===== src/rtl/controle_rega.sv =====
// Irrigation controller: moisture/rain/tank-driven FSM with tick-based timers,
// one-cycle J/K pulses for an external valve JK flip-flop and a saturating cycle counter.
module controle_rega #(
  parameter int TEMPO_REGA  = 8,
  parameter int TEMPO_PAUSA = 4,
  parameter int TICK_DIV    = 4
) (
  input  logic       Clk,
  input  logic       Reset,
  input  logic       Habilita,
  input  logic [1:0] Umidade,
  input  logic       Chuva,
  input  logic       NivelBaixo,
  output logic       J,
  output logic       K,
  output logic [1:0] Estado,
  output logic       Alarme,
  output logic [3:0] Ciclos
);

  typedef enum logic [1:0] {
    OCIOSO  = 2'b00,
    REGANDO = 2'b01,
    PAUSA   = 2'b10,
    FALHA   = 2'b11
  } state_t;

  state_t     r_state, w_next;
  logic [7:0] r_presc, r_timer;
  logic       r_j, r_k, r_alarme;
  logic [3:0] r_ciclos;
  logic       w_demanda, w_tick, w_expira, w_conta;

  assign w_demanda = Habilita && !Umidade[1] && !Chuva;
  assign w_tick    = (r_presc == 8'(TICK_DIV - 1));
  assign w_expira  = w_tick && (r_timer == 8'd1);

  always_comb begin
    w_next  = r_state;
    w_conta = 1'b0;
    case (r_state)
      OCIOSO:
        if (w_demanda) w_next = NivelBaixo ? FALHA : REGANDO;
      REGANDO:
        if (NivelBaixo)                        w_next = FALHA;
        else if (!Habilita)                    w_next = OCIOSO;
        else if ((Umidade == 2'b11) || Chuva)  w_next = PAUSA;
        else if (w_expira) begin
          w_next  = PAUSA;
          w_conta = 1'b1;
        end
      PAUSA:
        if (!Habilita)     w_next = OCIOSO;
        else if (w_expira) w_next = OCIOSO;
      FALHA:
        if (!NivelBaixo) w_next = PAUSA;
      default: w_next = OCIOSO;
    endcase
  end

  always_ff @(posedge Clk) begin
    if (!Reset) begin
      r_state  <= OCIOSO;
      r_presc  <= 8'd0;
      r_timer  <= 8'd0;
      r_j      <= 1'b0;
      r_k      <= 1'b0;
      r_alarme <= 1'b0;
      r_ciclos <= 4'd0;
    end else begin
      r_state  <= w_next;
      r_j      <= (w_next == REGANDO) && (r_state != REGANDO);
      r_k      <= (r_state == REGANDO) && (w_next != REGANDO);
      r_alarme <= (w_next == FALHA);
      if (w_conta && (r_ciclos != 4'hF)) r_ciclos <= r_ciclos + 4'd1;
      // Every state entry restarts the time base so durations are exact.
      if (w_next != r_state) begin
        r_presc <= 8'd0;
        r_timer <= (w_next == REGANDO) ? 8'(TEMPO_REGA) :
                   (w_next == PAUSA)   ? 8'(TEMPO_PAUSA) : 8'd0;
      end else if ((r_state == REGANDO) || (r_state == PAUSA)) begin
        if (w_tick) begin
          r_presc <= 8'd0;
          r_timer <= r_timer - 8'd1;
        end else begin
          r_presc <= r_presc + 8'd1;
        end
      end
    end
  end

  assign J      = r_j;
  assign K      = r_k;
  assign Estado = r_state;
  assign Alarme = r_alarme;
  assign Ciclos = r_ciclos;

endmodule


===== config.mk =====
export PLATFORM = sky130hd
export DESIGN_NAME = controle_rega
export DESIGN_NICKNAME = d
export VERILOG_FILES = /design/src/rtl/controle_rega.sv
export SDC_FILE = /design/constraint.sdc
export NUM_CORES = 1
export LEC_CHECK = 0
export ABC_AREA = 1
export BUFFER_PORTS_ARGS = -buffer_cell sky130_fd_sc_hd__buf_2
export CAP_MARGIN = 40
export CORE_ASPECT_RATIO = 0.75
export CORE_UTILIZATION = 45
export CTS_CLUSTER_DIAMETER = 80
export CTS_CLUSTER_SIZE = 8
export DETAILED_ROUTE_END_ITERATION = 10
export MAX_ROUTING_LAYER = met4
export PLACE_DENSITY_LB_ADDON = 0.05
export SETUP_SLACK_MARGIN = 0.05
export SLEW_MARGIN = 25
export SYNTH_ARGS = -nofsm -noshare
export SYNTH_HDL_FRONTEND = slang
export SYNTH_SLANG_ARGS = --single-unit
export TNS_END_PERCENT = 10

===== constraint.sdc =====
create_clock -name Clk -period 1.9 [get_ports Clk]
set_clock_uncertainty 0.05 [all_clocks]
set_input_delay 0.285 -clock Clk [delete_from_list [all_inputs] [get_ports Clk]]
set_output_delay 0.285 -clock Clk [all_outputs]
set_load 0.01 [all_outputs]

==> impl_metrics.toml, run 1 <==
[run_status]
status = "complete, no violations"

[power_and_ir_drop]
power.leakage_nw = 0.8515
p_per_area_mw_per_mm2 = 1006
power_mw = 1.980
vdd_drop_max_mv = 0.5704

[setup_path]
cp-startpoint = "r_timer[1]$_SDFFE_PN0P_"
max_stage_delay_ns = 0.35
cp_num_buf_inv = 1
criticalPathCategory = "reg2reg"
crit_chain = "inv_2, ha_4, nand2_2, nor2_2, nand2_2, nand2_1, nand2_1, nand2_1, nand2_1, nand2_1, nand2_2, nand2_4, nand2_4, nand4_1, o21ai_1, nor2_1"
r2r_slack_ns = 0.007
rr_endpoint = "r_timer[3]$_SDFFE_PN0P_"
critPathSlowestCell = "dfxtp_2"
cp_max_fo = 5
cp-start-kind = "flip-flop"
crit_top_cell = "nand2_1"
r2r.worst_path.cells = 16
worstPathArrival_ns = 2.02
critPathCapture = "r_timer[3]$_SDFFE_PN0P_"
cp_top_family = "simple AND/OR/NAND/NOR gates"
crit_required_ns = 2.03
timing.rr.start = "r_timer[1]$_SDFFE_PN0P_"
end_kind = "flip-flop"
cp_num_cells = 16

[synthesis]
yosysSeqAreaShare = 0.3546
postSynthCellCount = 185
ys.flop_type = "dfxtp_1"
syn_area_mm2 = 0.001411
yosys.area.top_type = "dfxtp_1"
ys_ff_latch = 25
postSynth.asyncResetShare = 0
ys_top_cells_by_area = "dfxtp_1 35%, nand2_1 8.0%, ha_1 7.1%"
mappedNetlistNets = 200
synthDistinctLibCells = 26
yosys_warnings = 0
synth_top_area_frac = 0.3546
synth_edf_count = 0
avgSynthCellArea_um2 = 7.629

[floorplan]
dieArea_mm2 = 0.003367
fp.dieH_um = 50.50
fp.coreArea_mm2 = 0.002957
start_util = 0.4774
num_rows = 17
die-width_um = 66.67
io_pins = 16

[worst_hold_path]
hold_path_class = "in2reg"

[global_route]
grt_pass1_vias = 1343
grt-ovfl-total = 0
grtUsageTotal = 0.2376
antenna_found_initial = 0
grt_pass1_wl_um = 5809
grt_max_degree = 16

[clocking]
clk_pin_slew_worst_paths_ns = 0.09
clkLatencyLatePin_ns = 0.28
cts_tree = "built"
clockBufferDepth = 2
cts_num_sinks = 25
cts_buffers = 3
htree_levels = 1
cts_root_buf = "clkbuf_8"

[timing]
layout_setup_ws_ns = 0.007045
tightest_slew_ns = 0.2609
fmaxAchievable_mhz = 528.3
slew_violations = 0
fin_crit_sh = 0.9963
finalHoldViolCount = 0
min_period_ns = 1.893
hold_ws_ns = 0.2839
rsz0062_at_grt = "yes"
max-slew-margin-rel = 0.8260
finalSetupTns_ns = 0
finalSetupViolCount = 0

[route]
antenna_left = 0
vias = 1396
drt_first_iter_violations = 29
drc_errors = 0
vias_per_cell = 5.040
routed_wl_um = 3424
wire_per_inst_um = 12.36
firstDrtPassIters = 4

[placed_design]
numPortBuffers = 15
place_ws_ns = -0.09256
numPlacedInstances = 260
gp_congestion = 0.8737
hpwl_um = 2417

[final_layout]
drive_gt1_frac = 0.4435
area_growth_pct = 39.36
layout_commonest_cell = "buf_4"
final_cell_mix = "35 x buf_4, 27 x nand2_1, 20 x nor2_1"
fin_nets = 255
antenna-diode-count = 0
instances_no_fill = 277

[run]
cap_violations = 0
## worst min-delay path by stage
stage | startpoint | to | slack (ns) | cells past startpoint
after detailed placement | Ciclos[0]$_SDFFE_PN0P_ | Ciclos[0]$_SDFFE_PN0P_ | 0.49 | 1
final | Reset | Ciclos[2]$_SDFFE_PN0P_ | 0.28 | 3
after CTS | Reset | Ciclos[2]$_SDFFE_PN0P_ | 0.28 | 3
after global routing | Reset | Ciclos[2]$_SDFFE_PN0P_ | 0.30 | 3
after floorplan | Reset | Ciclos[2]$_SDFFE_PN0P_ | 0.36 | 2
after global placement | r_presc[4]$_SDFFE_PP0P_ | r_presc[4]$_SDFFE_PP0P_ | 0.48 | 2
## synthesized netlist by cell type (all sizes together) (2+ instances only)
cell,number
ha,8
a21oi,9
xnor2,4
nor3b,2
nor3,8
o21ai,6
nand3,7
nor2,37
o211ai,3
dfxtp,25
xor2,5
nand2,38
nand4,6
inv,21
## timing repair
action / in CTS / in global routing
hold buffers: 0 / 0
pin swaps: 14 / 4
cloned: 1 / 0
gates resized for setup: 28 / 8
setup buffers: 12 / 0
endpoints found under the setup margin: 16 / 21
## through the flow
step | cell area, um^2 | utilization
finish | 1967 | 0.6653
global route | 1967 | 0.6653
CTS | 1938 | 0.6555
detailed placement | 1700 | 0.5751
global placement | 1700 | 0.5751
floorplan | 1416 | -
## cells by family after synthesis
logic type	after synthesis	share of synthesized area
AO/OA/AOI/OAI	22	0.09753
XOR/XNOR	9	0.05585
adder cells (fa/ha/maj)	8	0.07092
buffers and inverters	22	0.06383
flip-flops	25	0.3546
AND/OR/NAND/NOR	99	0.3573
## where the power goes
| group | internal (mW) | switching (mW) | leakage [nW] |
|---|---|---|---|
| Sequential | 0.582 | 0.0333 | 0.208 |
| Combinational | 0.442 | 0.596 | 0.622 |
| Clock | 0.149 | 0.178 | 0.0217 |
## per-layer routing
layer,vias up,wire (um),part of all wire,global-route usage
met5,-,0,0,-
met4,0,25,0.0073,0.05319
met3,4,83,0.024,0.05909
met2,18,1595,0.47,0.3822
met1,657,1719,0.50,0.2999
li1,717,-,-,-
## layout make-up
class | count | area [um^2]
fill | 273 | 989.7
multi-input combinational | 139 | 938.4
sequential | 25 | 515.5
timing repair buffer | 50 | 337.8
inverter | 21 | 78.83
tap | 38 | 47.55
clock buffer | 3 | 41.29
clock inverter | 1 | 7.507
## state kept, by name, summed over array words and instances (netlist names)
| name | count |
|---|---|
| r_presc | 8 |
| K | 1 |
| Ciclos | 4 |
| r_timer | 8 |
| J | 1 |
| Estado | 2 |
| Alarme | 1 |
## worst reg2reg max path, delay by kind of cell, from the launching register on
kind,cells,cell delay [ns]
fa+ha+maj,1,0.15
buf+inv,1,0.05
compound gates,1,0.19
simple gates,13,1.00
flops,1,0.35
Note: power is estimated with default switching activity, not from simulation.
==> inputs of run 2 (changes only) <==
==> constraint.sdc (replaced) <==
create_clock -name Clk -period 1.9 [get_ports Clk]
set_clock_uncertainty 0.05 [all_clocks]
set_input_delay 0.285 -clock Clk [delete_from_list [all_inputs] [get_ports Clk]]
set_output_delay 0.285 -clock Clk [all_outputs]
set_load 0.02 [all_outputs]
==> run 2 against run 1 <==
  * Global-route usage decreased by 0.26 points
  * Total power increased by 3.7%
  * Critical path depth decreased by 1
  * Cell count increased by 0.36%
  * Core utilization decreased by 0.25 points
  * Worst hold slack improved by 0.0034 ns
  * Setup slack improved by 0.0038 ns
  * Sequential share of layout area about the same
  * Clock-buffer cell count unchanged
  * Non-clock buffer count increased by 2
  * Register-to-register slack about the same
  * Die area unchanged
  * Critical path type unchanged
==> impl_metrics.toml, run 2 (same netlist as run 1, synthesis figures left out) <==
[route]
wire_per_inst_um = 12.72
drt_first_iter_violations = 63
vias = 1387
routed_wl_um = 3535
firstDrtPassIters = 4
antenna_left = 0
drc_errors = 0
vias_per_cell = 4.989

[power_and_ir_drop]
vdd_drop_max_mv = 0.6564
power.leakage_nw = 0.8579
p_per_area_mw_per_mm2 = 1048
power_mw = 2.053

[final_layout]
area_growth_pct = 38.83
final_cell_mix = "33 x buf_4, 27 x nand2_1, 21 x nor2_1"
fill_cells = 252
finalInstanceArea_mm2 = 0.001959
layout_commonest_cell = "buf_4"
register_area_um2 = 514.2
multi_input_area_um2 = 904.6
drive_gt1_frac = 0.4208
instances_no_fill = 278
fin_nets = 256
antenna-diode-count = 0

[timing]
hold_ws_ns = 0.2873
finalHoldViolCount = 0
min_period_ns = 1.889
tightest_slew_ns = 0.6315
slew_violations = 0
max-slew-margin-rel = 0.5745
fmaxAchievable_mhz = 529.3
rsz0062_at_grt = "yes"
fin_crit_sh = 0.9943
finalSetupViolCount = 0

[clocking]
cts_num_sinks = 25
clockBufferDepth = 2
cts_buffers = 3
cts_tree = "built"
cts_root_buf = "clkbuf_8"
ctsHoldBuffers = 0
clk_pin_slew_worst_paths_ns = 0.09
htree_levels = 1
clkLatencyLatePin_ns = 0.28

[placed_design]
gp_congestion = 0.9395
numPlacedInstances = 269
placed_area_mm2 = 0.001768
numPortBuffers = 15
hpwl_um = 2568

[setup_path]
r2r_slack_ns = 0.01
cp_max_fo = 7
rr_endpoint = "r_timer[0]$_SDFFE_PN0P_"
cp-startpoint = "r_timer[1]$_SDFFE_PN0P_"
r2r.worst_path.cells = 15
criticalPathCategory = "reg2reg"
worstPathArrival_ns = 2.05
crit_required_ns = 2.07
timing.rr.start = "r_timer[1]$_SDFFE_PN0P_"
cp-start-kind = "flip-flop"
end_kind = "flip-flop"

[floorplan]
num_rows = 17
fp.dieH_um = 50.50
fp.coreArea_mm2 = 0.002957
dieArea_mm2 = 0.003367
start_util = 0.4774
die-width_um = 66.67
io_pins = 16

[run_status]
status = "complete, no violations"

[run]
cap_violations = 0

[worst_hold_path]
hold_start = "Reset"
hold_path_class = "in2reg"
whs_path_depth = 3
hold_end = "Ciclos[2]$_SDFFE_PN0P_"

[global_route]
grt_pass1_wl_um = 5713
grt_pass1_vias = 1307
grtUsageTotal = 0.2350
antenna_found_initial = 0
grt-ovfl-total = 0
grt_max_degree = 15
run 2: worst max-delay path by stage:
stage,to,slack (ns),cells after the start
global placement,r_timer[6]$_SDFFE_PN0P_,0.07,14
finish,r_timer[0]$_SDFFE_PN0P_,0.01,15
global route,r_timer[6]$_SDFFE_PN0P_,-0.11,15
floorplan,r_timer[2]$_SDFFE_PN0P_,0.07,13
detailed placement,r_timer[2]$_SDFFE_PN0P_,-0.02,17
CTS,r_timer[6]$_SDFFE_PN0P_,0.03,14
run 2: worst max-delay path: stages, from the launching register on:
cell	delay, ns
dfxtp_2	0.33
inv_2	0.07
ha_4	0.14
nand2_4	0.05
nor2_4	0.10
nand2_2	0.09
nand3_1	0.08
nand2_1	0.05
nand2_1	0.07
nand2_2	0.08
nand2_4	0.07
nand2_2	0.06
nand2_4	0.10
nand4_4	0.20
buf_6	0.18
a21oi_4	0.09
run 2: final cells by class:
cell class	instances	share of cell area
inverters	21	0.04023
clock buffers	3	0.02107
clock inverters	1	0.002554
multi-input cells	138	0.4617
flip-flops and latches	25	0.2625
repair buffers	52	0.1877
well taps	38	0.02427
run 2: where the power goes:
group	switching, mW	internal, mW
Sequential	0.0379	0.582
Combinational	0.616	0.486
Clock	0.183	0.147
Total	0.838	1.22
run 2: metal layers:
metal / global-route usage / wire [um] / part of all wire / up-vias
met5: - / 0 / 0 / -
met4: 0.04610 / 19 / 0.0054 / 0
met3: 0.05682 / 136 / 0.038 / 3
met2: 0.3838 / 1687 / 0.48 / 29
met1: 0.2955 / 1693 / 0.48 / 642
li1: - / - / - / 713
run 2: timing repair:
item,CTS,global route
resized for setup,16,17
pin swaps,8,17
gates cloned,0,0
endpoints found under the setup margin,15,18
setup buffers,2,3
endpoints found under the hold margin,0,0
run 2: per-stage QoR:
stage | setup TNS (ns) | setup slack (ns) | utilization
floorplan | 0 | 0.06581 | -
global placement | 0 | 0.06678 | 0.5980
detailed placement | -0.03260 | -0.01536 | 0.5980
CTS | 0 | 0.03031 | 0.6369
global route | -1.458 | -0.1129 | 0.6627
finish | 0 | 0.01084 | 0.6627
